===== src/rtl/aes_uart_host.sv =====
`default_nettype none
// ============================================================================
// aes_uart_host : streams key+plaintext to a UART AES core, collects the reply
// Rev 1.0
// ============================================================================
module aes_uart_host #(
    parameter logic [27:0] CLOCK_FREQ   = 28'd50000000,
    parameter logic [23:0] BAUD_RATE    = 24'd4000000,
    parameter int          TX_GAP       = 16,
    parameter int          RESP_TIMEOUT = 20000
) (
    input  logic         clk,
    input  logic         reset,
    input  logic         start,
    input  logic [127:0] key,
    input  logic [127:0] plaintext,
    input  logic         uart_rx,
    output logic         uart_tx,
    output logic         busy,
    output logic         done,
    output logic [127:0] ciphertext,
    output logic [4:0]   bytes_rcvd,
    output logic         timeout_err,
    output logic         frame_err
);
    localparam int CLKS_PER_BIT = int'(32'(CLOCK_FREQ) / 32'(BAUD_RATE));
    localparam int TO_W         = $clog2(RESP_TIMEOUT + 1);
    localparam logic [15:0]     BIT_LAST  = 16'(CLKS_PER_BIT - 1);
    localparam logic [15:0]     HALF_LAST = 16'(CLKS_PER_BIT / 2 - 1);
    localparam logic [15:0]     GAP_LAST  = 16'(TX_GAP - 1);
    localparam logic [TO_W-1:0] TO_LAST   = TO_W'(RESP_TIMEOUT - 1);

    typedef enum logic [2:0] {IDLE, SEND, GAP, RECV, FINISH} state_t;
    state_t state, next_state;

    logic [255:0]    tx_data;
    logic [4:0]      tx_byte;
    logic [3:0]      tx_bit;
    logic [15:0]     tx_cnt;
    logic [7:0]      cur_byte;
    logic            tx_next;
    logic            accept, bit_end, byte_end, gap_end, timeout_hit;
    logic            rx_meta, rx_sync, rx_prev, rx_active;
    logic [3:0]      rx_bit;
    logic [15:0]     rx_cnt;
    logic [7:0]      rx_shift;
    logic [TO_W-1:0] to_cnt;

    assign accept      = (state == IDLE) && start;
    assign cur_byte    = tx_data[{tx_byte, 3'b000} +: 8];
    assign bit_end     = (tx_cnt == BIT_LAST);
    assign byte_end    = bit_end && (tx_bit == 4'd9);
    assign gap_end     = (tx_cnt == GAP_LAST);
    assign timeout_hit = (to_cnt == TO_LAST);
    assign busy        = (state == SEND) || (state == GAP) || (state == RECV);
    assign done        = (state == FINISH);

    always_ff @(posedge clk or negedge reset) begin
        if (!reset) state <= IDLE;
        else        state <= next_state;
    end

    always_comb begin
        next_state = state;
        tx_next    = 1'b1;
        case (state)
            IDLE: if (start) next_state = SEND;
            SEND: begin
                // tx_bit 0 is the start bit, 1..8 data LSB first, 9 the stop bit
                case (tx_bit)
                    4'd0:    tx_next = 1'b0;
                    4'd9:    tx_next = 1'b1;
                    default: tx_next = cur_byte[3'(tx_bit - 4'd1)];
                endcase
                if (byte_end) next_state = (tx_byte == 5'd31) ? RECV : GAP;
            end
            GAP:     if (gap_end) next_state = SEND;
            RECV:    if ((bytes_rcvd == 5'd16) || timeout_hit) next_state = FINISH;
            FINISH:  next_state = IDLE;
            default: next_state = IDLE;
        endcase
    end

    always_ff @(posedge clk or negedge reset) begin
        if (!reset) begin
            tx_data <= '0;
            tx_byte <= '0;
            tx_bit  <= '0;
            tx_cnt  <= '0;
            uart_tx <= 1'b1;
        end else begin
            uart_tx <= tx_next;
            if (accept) begin
                tx_data <= {plaintext, key};
                tx_byte <= '0;
                tx_bit  <= '0;
                tx_cnt  <= '0;
            end else if (state == SEND) begin
                if (bit_end) begin
                    tx_cnt <= '0;
                    if (tx_bit == 4'd9) begin
                        tx_bit  <= '0;
                        tx_byte <= tx_byte + 5'd1;
                    end else begin
                        tx_bit <= tx_bit + 4'd1;
                    end
                end else begin
                    tx_cnt <= tx_cnt + 16'd1;
                end
            end else if (state == GAP) begin
                tx_cnt <= gap_end ? 16'd0 : tx_cnt + 16'd1;
            end
        end
    end

    always_ff @(posedge clk or negedge reset) begin
        if (!reset) begin
            rx_meta     <= 1'b1;
            rx_sync     <= 1'b1;
            rx_prev     <= 1'b1;
            rx_active   <= 1'b0;
            rx_bit      <= '0;
            rx_cnt      <= '0;
            rx_shift    <= '0;
            to_cnt      <= '0;
            ciphertext  <= '0;
            bytes_rcvd  <= '0;
            timeout_err <= 1'b0;
            frame_err   <= 1'b0;
        end else begin
            rx_meta <= uart_rx;
            rx_sync <= rx_meta;
            rx_prev <= rx_sync;
            if (accept) begin
                ciphertext  <= '0;
                bytes_rcvd  <= '0;
                timeout_err <= 1'b0;
                frame_err   <= 1'b0;
                rx_active   <= 1'b0;
                to_cnt      <= '0;
            end else if (state != RECV) begin
                rx_active <= 1'b0;
                to_cnt    <= '0;
            end else begin
                to_cnt <= to_cnt + TO_W'(1);
                if (timeout_hit) timeout_err <= 1'b1;
                if (!rx_active) begin
                    if (rx_prev && !rx_sync) begin
                        rx_active <= 1'b1;
                        rx_bit    <= '0;
                        rx_cnt    <= '0;
                    end
                end else if (rx_bit == 4'd0) begin
                    // mid-start-bit check; a high line here means a glitch
                    if (rx_cnt == HALF_LAST) begin
                        if (rx_sync) begin
                            rx_active <= 1'b0;
                        end else begin
                            rx_bit <= 4'd1;
                            rx_cnt <= '0;
                            to_cnt <= '0;
                        end
                    end else begin
                        rx_cnt <= rx_cnt + 16'd1;
                    end
                end else if (rx_cnt == BIT_LAST) begin
                    rx_cnt <= '0;
                    if (rx_bit == 4'd9) begin
                        rx_active <= 1'b0;
                        if (rx_sync) begin
                            ciphertext[{bytes_rcvd[3:0], 3'b000} +: 8] <= rx_shift;
                            bytes_rcvd <= bytes_rcvd + 5'd1;
                        end else begin
                            frame_err <= 1'b1;
                        end
                    end else begin
                        rx_shift <= {rx_sync, rx_shift[7:1]};
                        rx_bit   <= rx_bit + 4'd1;
                    end
                end else begin
                    rx_cnt <= rx_cnt + 16'd1;
                end
            end
        end
    end
endmodule
`default_nettype wire

===== config.mk =====
export PLATFORM = sky130hd
export DESIGN_NAME = aes_uart_host
export DESIGN_NICKNAME = d
export VERILOG_FILES = /design/src/rtl/aes_uart_host.sv
export SDC_FILE = /design/constraint.sdc
export NUM_CORES = 1
export LEC_CHECK = 0
export ABC_AREA = 1
export ABC_CLOCK_PERIOD_IN_PS = 3100
export BUFFER_PORTS_ARGS = -buffer_cell sky130_fd_sc_hd__buf_4
export CAP_MARGIN = 20
export CORE_MARGIN = 2
export CORE_UTILIZATION = 55
export DETAILED_ROUTE_END_ITERATION = 6
export PLACE_DENSITY = 0.85
export SLEW_MARGIN = 20
export SYNTH_ARGS = -nofsm -noshare
export SYNTH_HDL_FRONTEND = slang
export SYNTH_SLANG_ARGS = --single-unit

===== constraint.sdc =====
create_clock -name clk -period 3.1 [get_ports clk]
set_clock_uncertainty 0.1 [all_clocks]
set_input_delay 0.465 -clock clk [delete_from_list [all_inputs] [get_ports clk]]
set_output_delay 0.465 -clock clk [all_outputs]
set_load 0.03 [all_outputs]

# Word level (Yosys, flattened, before mapping)

Index checks and enable logic that the tools add are counted.

Register bits after elaboration: 467
Input port bits: 260
Output and inout port bits: 138
Word-level logic and storage cells: 166

Add/sub/neg operators: 9
Order comparisons: 1
Equal/unequal tests: 26
Shift operators: 3
Mux-type cells: 76
Bitwise gates (word level): 4
Reduce and logical (&&, ||, !) cells: 29

Operators by type and width:

| cell                                                   | count |
|---|---|
| 2-to-1 mux 128 bit                                     | 7 |
| indexed part select 256 x 9 -> 8 bit                   | 1 |
| 2-to-1 mux 16 bit                                      | 11 |
| bitwise mux 128 bit                                    | 1 |
| variable shift 8 x 9 -> 128 bit (first input constant) | 1 |
| indexed part select 8 x 9 -> 128 bit                   | 1 |
| 2-to-1 mux 15 bit                                      | 6 |
| 2-to-1 mux 5 bit                                       | 11 |
| == test 16 x 4 -> 1 bit (second input constant)        | 3 |
| 2-to-1 mux 4 bit                                       | 11 |
| adder 16 x 1 -> 16 bit (second input constant)         | 2 |
| 2-to-1 mux 1 bit                                       | 22 |
| AND reduction 6 bit                                    | 3 |
| nonzero test 2 bit                                     | 9 |
| == test 16 x 3 -> 1 bit (second input constant)        | 1 |
| adder 15 x 1 -> 15 bit (second input constant)         | 1 |
| == test 15 bit (second input constant)                 | 1 |
| 2-to-1 mux 3 bit                                       | 4 |
| inequality test 2 bit (second input constant)          | 6 |
| case mux 3 bit (4 select lines)                        | 1 |
| adder 5 x 1 -> 5 bit (second input constant)           | 2 |
| == test 5 bit (second input constant)                  | 2 |
| negation 7 -> 9 bit                                    | 1 |
| adder 4 x 1 -> 4 bit (second input constant)           | 2 |
| other kinds (24)                                       | 38 |

# Depth between registers and ports, before layout

Gate-level depths: netlist of run 1.

Depth in word-level cells: 10
Mapped depth: 15
Mapped depth without buffers: 14

# Worst setup path after synthesis of run 1

Ideal clock, no wire load.

Path type: register to register
Start point: reg bytes_rcvd[0]
End point: reg ciphertext[16]
Arrival: 2.428 ns
Required time: 2.881 ns
Slack: 0.453 ns
Stages on the path, launching flop included: 11
Buffers on the path: 1
Clock period less this slack: 2.647 ns
Path through: dfrtp_1 inv_1 clkbuf_1 ha_1 clkinv_1 nor2_1 nand2_1 nor2_1 nand2_2 nand3_1 nand2_1

Cells in the longest elaborated chain, start to end: 10
Elaborated cells between the ends (all ways): 11
Those cells by class: add/sub: 1; shift: 2; mux: 8

Ends and longest elaborated chain:

| element                                                                                        | line | text |
|---|---|---|
| start, declared                                                                                | 22   | `output logic [4:0] bytes_rcvd,` |
| start signal, assigned                                                                         | 172  | `bytes_rcvd <= bytes_rcvd + 5'd1;` |
| negation 7 -> 9 bit *                                                                          | 171  | `ciphertext[{bytes_rcvd[3:0], 3'b000} +: 8] <= rx_shift;` |
| indexed part select 8 x 9 -> 128 bit / variable shift 8 x 9 -> 128 bit (equally long branches) | 171  |  |
| bitwise mux 128 bit *                                                                          | 171  |  |
| 2-to-1 mux 128 bit *                                                                           | 170  | `if (rx_sync) begin` |
| 2-to-1 mux 128 bit *                                                                           | 168  | `if (rx_bit == 4'd9) begin` |
| 2-to-1 mux 128 bit *                                                                           | 166  | `end else if (rx_cnt == BIT_LAST) begin` |
| 2-to-1 mux 128 bit *                                                                           | 153  | `end else if (rx_bit == 4'd0) begin` |
| 2-to-1 mux 128 bit *                                                                           | 147  | `if (!rx_active) begin` |
| 2-to-1 mux 128 bit *                                                                           | 141  | `end else if (state != RECV) begin` |
| 2-to-1 mux 128 bit *                                                                           | 134  | `if (accept) begin` |
| end signal, assigned by index                                                                  | 171  |  |
| end, declared                                                                                  | 21   | `output logic [127:0] ciphertext,` |

Mark *: on every way between the ends. The rest lies on a longest branch, timed or not. The select of a mux whose other input is x is not followed.
A chain may end at the register's enable or synchronous reset.

# Worst setup path in the final report of run 1

Start point: reg bytes_rcvd[1]
End point: reg ciphertext[126]

Same word-level chain as after synthesis.

==> results of run 1 <==
[synth_stat cells (2+ instances only)]
| cell | number |
|---|---|
| xnor2_1 | 3 |
| o211ai_1 | 3 |
| mux2_2 | 2 |
| dfrtp_1 | 463 |
| ha_1 | 16 |
| clkinv_1 | 7 |
| buf_2 | 7 |
| inv_1 | 109 |
| nor4_1 | 10 |
| nand3_1 | 504 |
| o21a_1 | 4 |
| nor3_4 | 2 |
| nor2_1 | 90 |
| buf_6 | 3 |
| dfstp_2 | 4 |
| o31ai_1 | 5 |
| clkbuf_1 | 108 |
| xor2_1 | 11 |
| and3_1 | 4 |
| nor3_2 | 3 |
| nor2_2 | 5 |
| o22ai_1 | 4 |
| a31oi_1 | 4 |
| o21ai_0 | 48 |
| nand2_1 | 1311 |
| buf_1 | 28 |
| nand3b_1 | 11 |
| inv_2 | 7 |
| nor3_1 | 27 |
| nand2_2 | 17 |
| a21oi_1 | 24 |
| nand4_1 | 18 |
| nor3b_1 | 7 |
[sequential cells by signal, summed over array words and instances, names as in the netlist]
signal	cells
tx_bit	4
rx_bit	4
rx_meta	1
tx_data	256
bytes_rcvd	5
to_cnt	15
tx_byte	5
rx_active	1
timeout_err	1
rx_shift	8
rx_prev	1
rx_cnt	16
tx_cnt	16
uart_tx	1
state	3
frame_err	1
rx_sync	1
ciphertext	128
[worst max-delay path: cells and delay by family (launching register included)]
kind          cells  cell delay [ns]
buf+inv           5             0.69
simple gates      6             0.76
xor+xnor          1             0.33
fa+ha+maj         1             0.22
flops             1             0.43
[power breakdown]
part	leakage [nW]	internal [mW]	switching (mW)	total (mW)
Sequential	6.10	7.85	1.30	9.16
Clock	0.771	3.39	2.52	5.90
Combinational	8.74	2.86	6.20	9.07
Total	15.6	14.1	10.0	24.1
[timing repair]
action                                 in CTS  in global routing
hold buffers                              244                  0
endpoints found under the hold margin     317                  0
buffers inserted                            0                  0
[worst max-delay path by stage]
stage,cells past startpoint,slack (ns),to
after CTS,12,0.52,ciphertext[6]
final,13,0.48,ciphertext[126]
after global placement,12,0.69,ciphertext[6]
after global routing,11,0.23,ciphertext[42]
after detailed placement,8,0.58,tx_cnt[15]
after floorplan,10,0.45,ciphertext[16]
[metal layers]
layer  vias up  global-route usage (%)
met2      1910                    64.1
met3       486                    12.2
met5         -                       0
li1      10400                       -
met1     11300                    48.8
met4         2                    26.7
[cell families (layout without fill, tap and decap cells)]
kind of cell / Yosys count / after routing / share of synthesized area [%]
XOR/XNOR: 14 / 14 / 0.555
multiplexers: 2 / 2 / 0.102
AO/OA/AOI/OAI: 98 / 98 / 2.47
AND/OR/NAND/NOR: 2011 / 2011 / 38.3
adder cells (fa/ha/maj): 16 / 16 / 0.906
flip-flops: 467 / 467 / 52.9
other: 0 / 9 / 0
buffers and inverters: 271 / 889 / 4.77
[area by class of cell]
cell class,count,share of cell area (%)
tap,525,2.21
clock inverter,11,0.409
multi-input combinational,2141,31.6
inverter,123,1.59
sequential,467,39.4
timing repair buffer,680,19.8
clock buffer,75,4.90
antenna,9,0.0759
==> metrics, run 1 <==
CP Class=flop to flop; Finished Layout Cells=4031; NumNets Final=3737; pwr/cell area=813 nW/um2; number of I/O pins=398; DP Cell Count=3692; Post-Syn Instances=2879; Max-Cap Viols=0; FF+latch count, synth=467; FILL cells=2638; Cell Area, Synth=22100 um2; Tmin final=2.62 ns; Worst Hold End=tx_data[167]; gr ovfl total=0; vias in the first global route=23900; deepest clock path buffer count=3; crit share post-route=84.6%; routed length on met3=9.73 mm; H-Tree Depth=2; FF/Latch Area=11700 um2; clock latency on the worst-skew pair=0.60 ns; CTS sink cnt=467; worst reg2reg path endpoint=ciphertext[126]; Fmax=0.381 GHz; area taken by multi-input logic gates=9370 um2; Vias/cell=5.98; critical-path maximum fanout=9; DP HPWL=47.7 mm; number of port buffers=397; DR vias=24100; worst slew pin tran=1.06 ns; Starting DRT DRC Count=3094; outcome=complete, no violations; initial antenna violation count=9; post-synth top area cell=dfrtp_1; CP cell instances=inv_1 > ha_1 > xnor2_1 > inv_1 > nand2_1 > inv_1 > nand2_1 > inv_1 > nand2_1 > clkinv_1 > nand2_2 > nand3_1 > nand2_1; final setup margin=0.477 ns; Layout area overhead=34.3%; met1 WL=29.5 mm; Placement Setup Slack=0.576 ns; hold slack final=0.0145 ns; CTS resizes=0; CTS tree=built; Pleak=15.6 nW; Min-Delay Path Depth=3; met2 wire length=38.8 mm; CP required=3.52 ns; die width=204 um; Initial Utilization=55.6%; r2r setup slk=0.48 ns; maximum VDD drop=702 uV; TNS Setup=0 ns; Die Y=204 um; DRC violations left=0; Slew HR=29.2%; ANT nets after route=0; Clock transition at path regs=0.06 ns; dominant cells by area after synthesis=dfrtp_1 (52%), nand2_1 (22%), nand3_1 (11%), inv_1 (1.9%), clkbuf_1 (1.8%); Worst Path Arrival=3.04 ns; largest net degree at the start of global routing=239; FF-to-FF path depth=13; CP Launch Type=flop; CP Capture Type=flop; syn_nets=3155; final hold vios=0; Power Total=24.1 mW; utilization after layout=74.7%; final WL=84.5 mm; area share of the largest cell type after synthesis=52.4%; Min-Delay Path Class=primary input to flop; full die area=41800 um2; total track usage=40.8%; final setup violation count=0; register area share after synthesis=52.9%; dpl cell area=25600 um2; Slew Viols, Final=0; Mean Syn Cell Area=7.68 um2; post-synthesis async set-or-reset flop share=100%; CTS Buf Count=48; first-pass GRT wire length=131 mm; Root Buffer=clkbuf_16; hold wc startpoint=plaintext[39]; top_reg_cell synth=dfrtp_1; unrepaired setup endpoints after global routing=false; core area=39700 um2; commonest non-fill, non-tap cells in the layout=nand2_1 (1311), nand3_1 (503), dfrtp_1 (461); most common cell after layout, fill and taps aside=nand2_1; row cnt=73; post-synth cell types=43; Crit. Startpoint=bytes_rcvd[1]; DR WL/cell=21.0 um; synth warn=0; critical-path cell with the highest stage delay=dfrtp_1; Design Area, Final=29700 um2; First-pass DRT Iterations=6; routability cong.=0.920; Critical Path Max Stage Delay=0.43 ns; EDFF count, synth=0; DR top layer=met5; Critical R2R Launch=bytes_rcvd[1]; share of cells above drive strength 1=15.9%
Power figures use the tool's default switching activity.
==> run 2: changes to the inputs <==
ABC_CLOCK_PERIOD_IN_PS = 2500   (was 3100)
clock period = 2.5 ns   (was 3.1 ns; I/O delays follow)
==> run 2 against run 1 <==
Net effect: global-route usage up 0.85 points; design area up 2.4%; the run now ends with design-rule violations left; highest routed layer unchanged; maximum frequency up 9.0%; critical endpoint is now tx_cnt[15].
==> metrics, run 2 (synthesized netlist as in run 1, its figures left out) <==
outcome=complete, but fails checks; failing checks=design-rule violations; Sw Share=41.1%; Worst Path Arrival=2.79 ns; r2r setup slk=0.09 ns; CP Launch Type=flop; crit share post-route=96.2%; Placement Setup Slack=0.154 ns; Slew Viols, Final=0; final setup violation count=0; vias in the first global route=24300; final hold vios=0; CP Capture Type=flop; Vias/cell=6.06; Biggest register=tx_data; Fmax=0.416 GHz; routability cong.=0.948; First-pass DRT Iterations=7; most common cell after layout, fill and taps aside=nand2_1; Finished Layout Cells=4092; pwr/cell area=1020 nW/um2; DP Cell Count=3722; Sw Pwr=12.7 mW; CP required=2.89 ns; number of I/O pins=398; DR WL/cell=21.3 um; Max-Cap Viols=0; maximum VDD drop=673 uV; critical-path cell with the highest stage delay=dfrtp_1; final WL=87.0 mm; hold slack final=0.0401 ns; FILL cells=2484; die width=204 um; Critical R2R Launch=tx_cnt[0]; Layout area overhead=37.5%; Pleak=16.0 nW; share of cells above drive strength 1=17.1%; CTS tree=built; full die area=41800 um2; DR vias=24800; commonest non-fill, non-tap cells in the layout=nand2_1 (1310), nand3_1 (502), dfrtp_1 (460); largest net degree at the start of global routing=145; Gate power share=37.3%; Critical Path Most Common Cell=nor2_1; Slew HR=53.1%; deepest clock path buffer count=3; CTS Buf Count=48; clock latency on the worst-skew pair=0.61 ns; first-pass GRT wire length=134 mm; unrepaired setup endpoints after global routing=true; Design Area, Final=30400 um2; worst slew pin tran=0.699 ns; crit-path leading delay family=simple AND/OR/NAND/NOR gates; Root Buffer=clkbuf_16; number of port buffers=397; NumNets Final=3786; Int Pwr=18.3 mW; H-Tree Depth=2; dpl cell area=25900 um2; critical-path maximum fanout=5; Min-Delay Path Class=primary input to flop; DRC violations left=12; Min-Delay Path Depth=3; gr ovfl total=0; DP HPWL=48.8 mm; utilization after layout=76.5%; initial antenna violation count=16; Buf/Inv on CP=0; CP Class=flop to flop; Clock transition at path regs=0.07 ns; Critical Path Max Stage Delay=0.42 ns; ANT nets after route=0; row cnt=73; final setup margin=0.0950 ns; share of power burned in registers=36.6%; CTS sink cnt=467; Worst Hold End=tx_data[190]; worst reg2reg path endpoint=tx_cnt[15]; hold wc startpoint=plaintext[62]; CP cell instances=ha_1 > nor3b_1 > nand4_1 > nor2_1 > nor2_1 > o21ai_1 > nand2_1 > and3_1; core area=39700 um2; FF-to-FF path depth=8; total track usage=41.6%; Tmin final=2.41 ns; Starting DRT DRC Count=3534; clock network power share=26.0%; Die Y=204 um; max reg flops=256; Initial Utilization=55.6%; Top Registers=tx_data (256), ciphertext (128)
[run 2: cell count changes in the layout (fill, tap and decap cells not counted), sizes merged]
cell	delta
clkinvlp	+1
clkinv	+4
clkbuf	-8
bufinv	+7
dlygate4sd3	+12
buf	+35
diode	+10
[run 2: worst max path at each step]
stage,start,to,cells after the start
after floorplan,bytes_rcvd[0],ciphertext[40],12
after global placement,bytes_rcvd[2],ciphertext[74],11
after detailed placement,state[1],tx_cnt[15],7
after CTS,state[1],tx_cnt[15],7
after global routing,rx_cnt[0],ciphertext[49],12
final,tx_cnt[0],tx_cnt[15],8
[run 2: worst reg2reg max path, stage by stage (launching register included)]
cell and delay [ns]:
dfrtp_1 0.42, ha_1 0.23, nor3b_1 0.36, nand4_1 0.21, nor2_1 0.24, nor2_1 0.17, o21ai_1 0.17, nand2_1 0.19
and3_1 0.21
[run 2: layout make-up]
cell class / instances / area [um2] / share of cell area [%]
inverters: 123 / 485 / 1.60
flip-flops and latches: 467 / 11700 / 38.5
clock buffers: 65 / 1400 / 4.60
repair buffers: 729 / 6360 / 20.9
well taps: 525 / 657 / 2.16
clock inverters: 23 / 357 / 1.17
multi-input cells: 2141 / 9390 / 30.9
diodes: 19 / 47.5 / 0.156
[run 2: timing repair]
item | CTS | global route
setup endpoints to repair | 0 | 95
hold endpoints to repair | 480 | 0
buffers inserted | 0 | 5
hold buffers | 256 | 0
resized for setup | 0 | 11
[run 2: power groups by stage]
| stage | clock network (mW) | registers [mW] | logic, mW |
|---|---|---|---|
| floorplan | 0 | 10.7 | 7.01 |
| global placement | 0 | 11.1 | 9.87 |
| detailed placement | 0 | 11.2 | 10.1 |
| CTS | 7.98 | 11.1 | 10.6 |
| global route | 8.37 | 11.5 | 12.6 |
| finish | 8.08 | 11.4 | 11.6 |
[run 2: routing by layer]
| layer | GRT usage [%] | vias to the layer above | share of wire (%) |
|---|---|---|---|
| met1 | 49.5 | 11500 | 35 |
| met4 | 28.6 | 2 | 8.2 |
| met3 | 11.7 | 573 | 11 |
| met5 | 0 | - | 0.013 |
| li1 | - | 10500 | - |
| met2 | 65.8 | 2179 | 46 |
[run 2: stage by stage]
stage	setup TNS, ns	total power, mW
after global placement	0	20.9
after CTS	0	29.7
final	0	31.0
after global routing	-0.100	32.5
after detailed placement	0	21.3
after floorplan	0	17.8
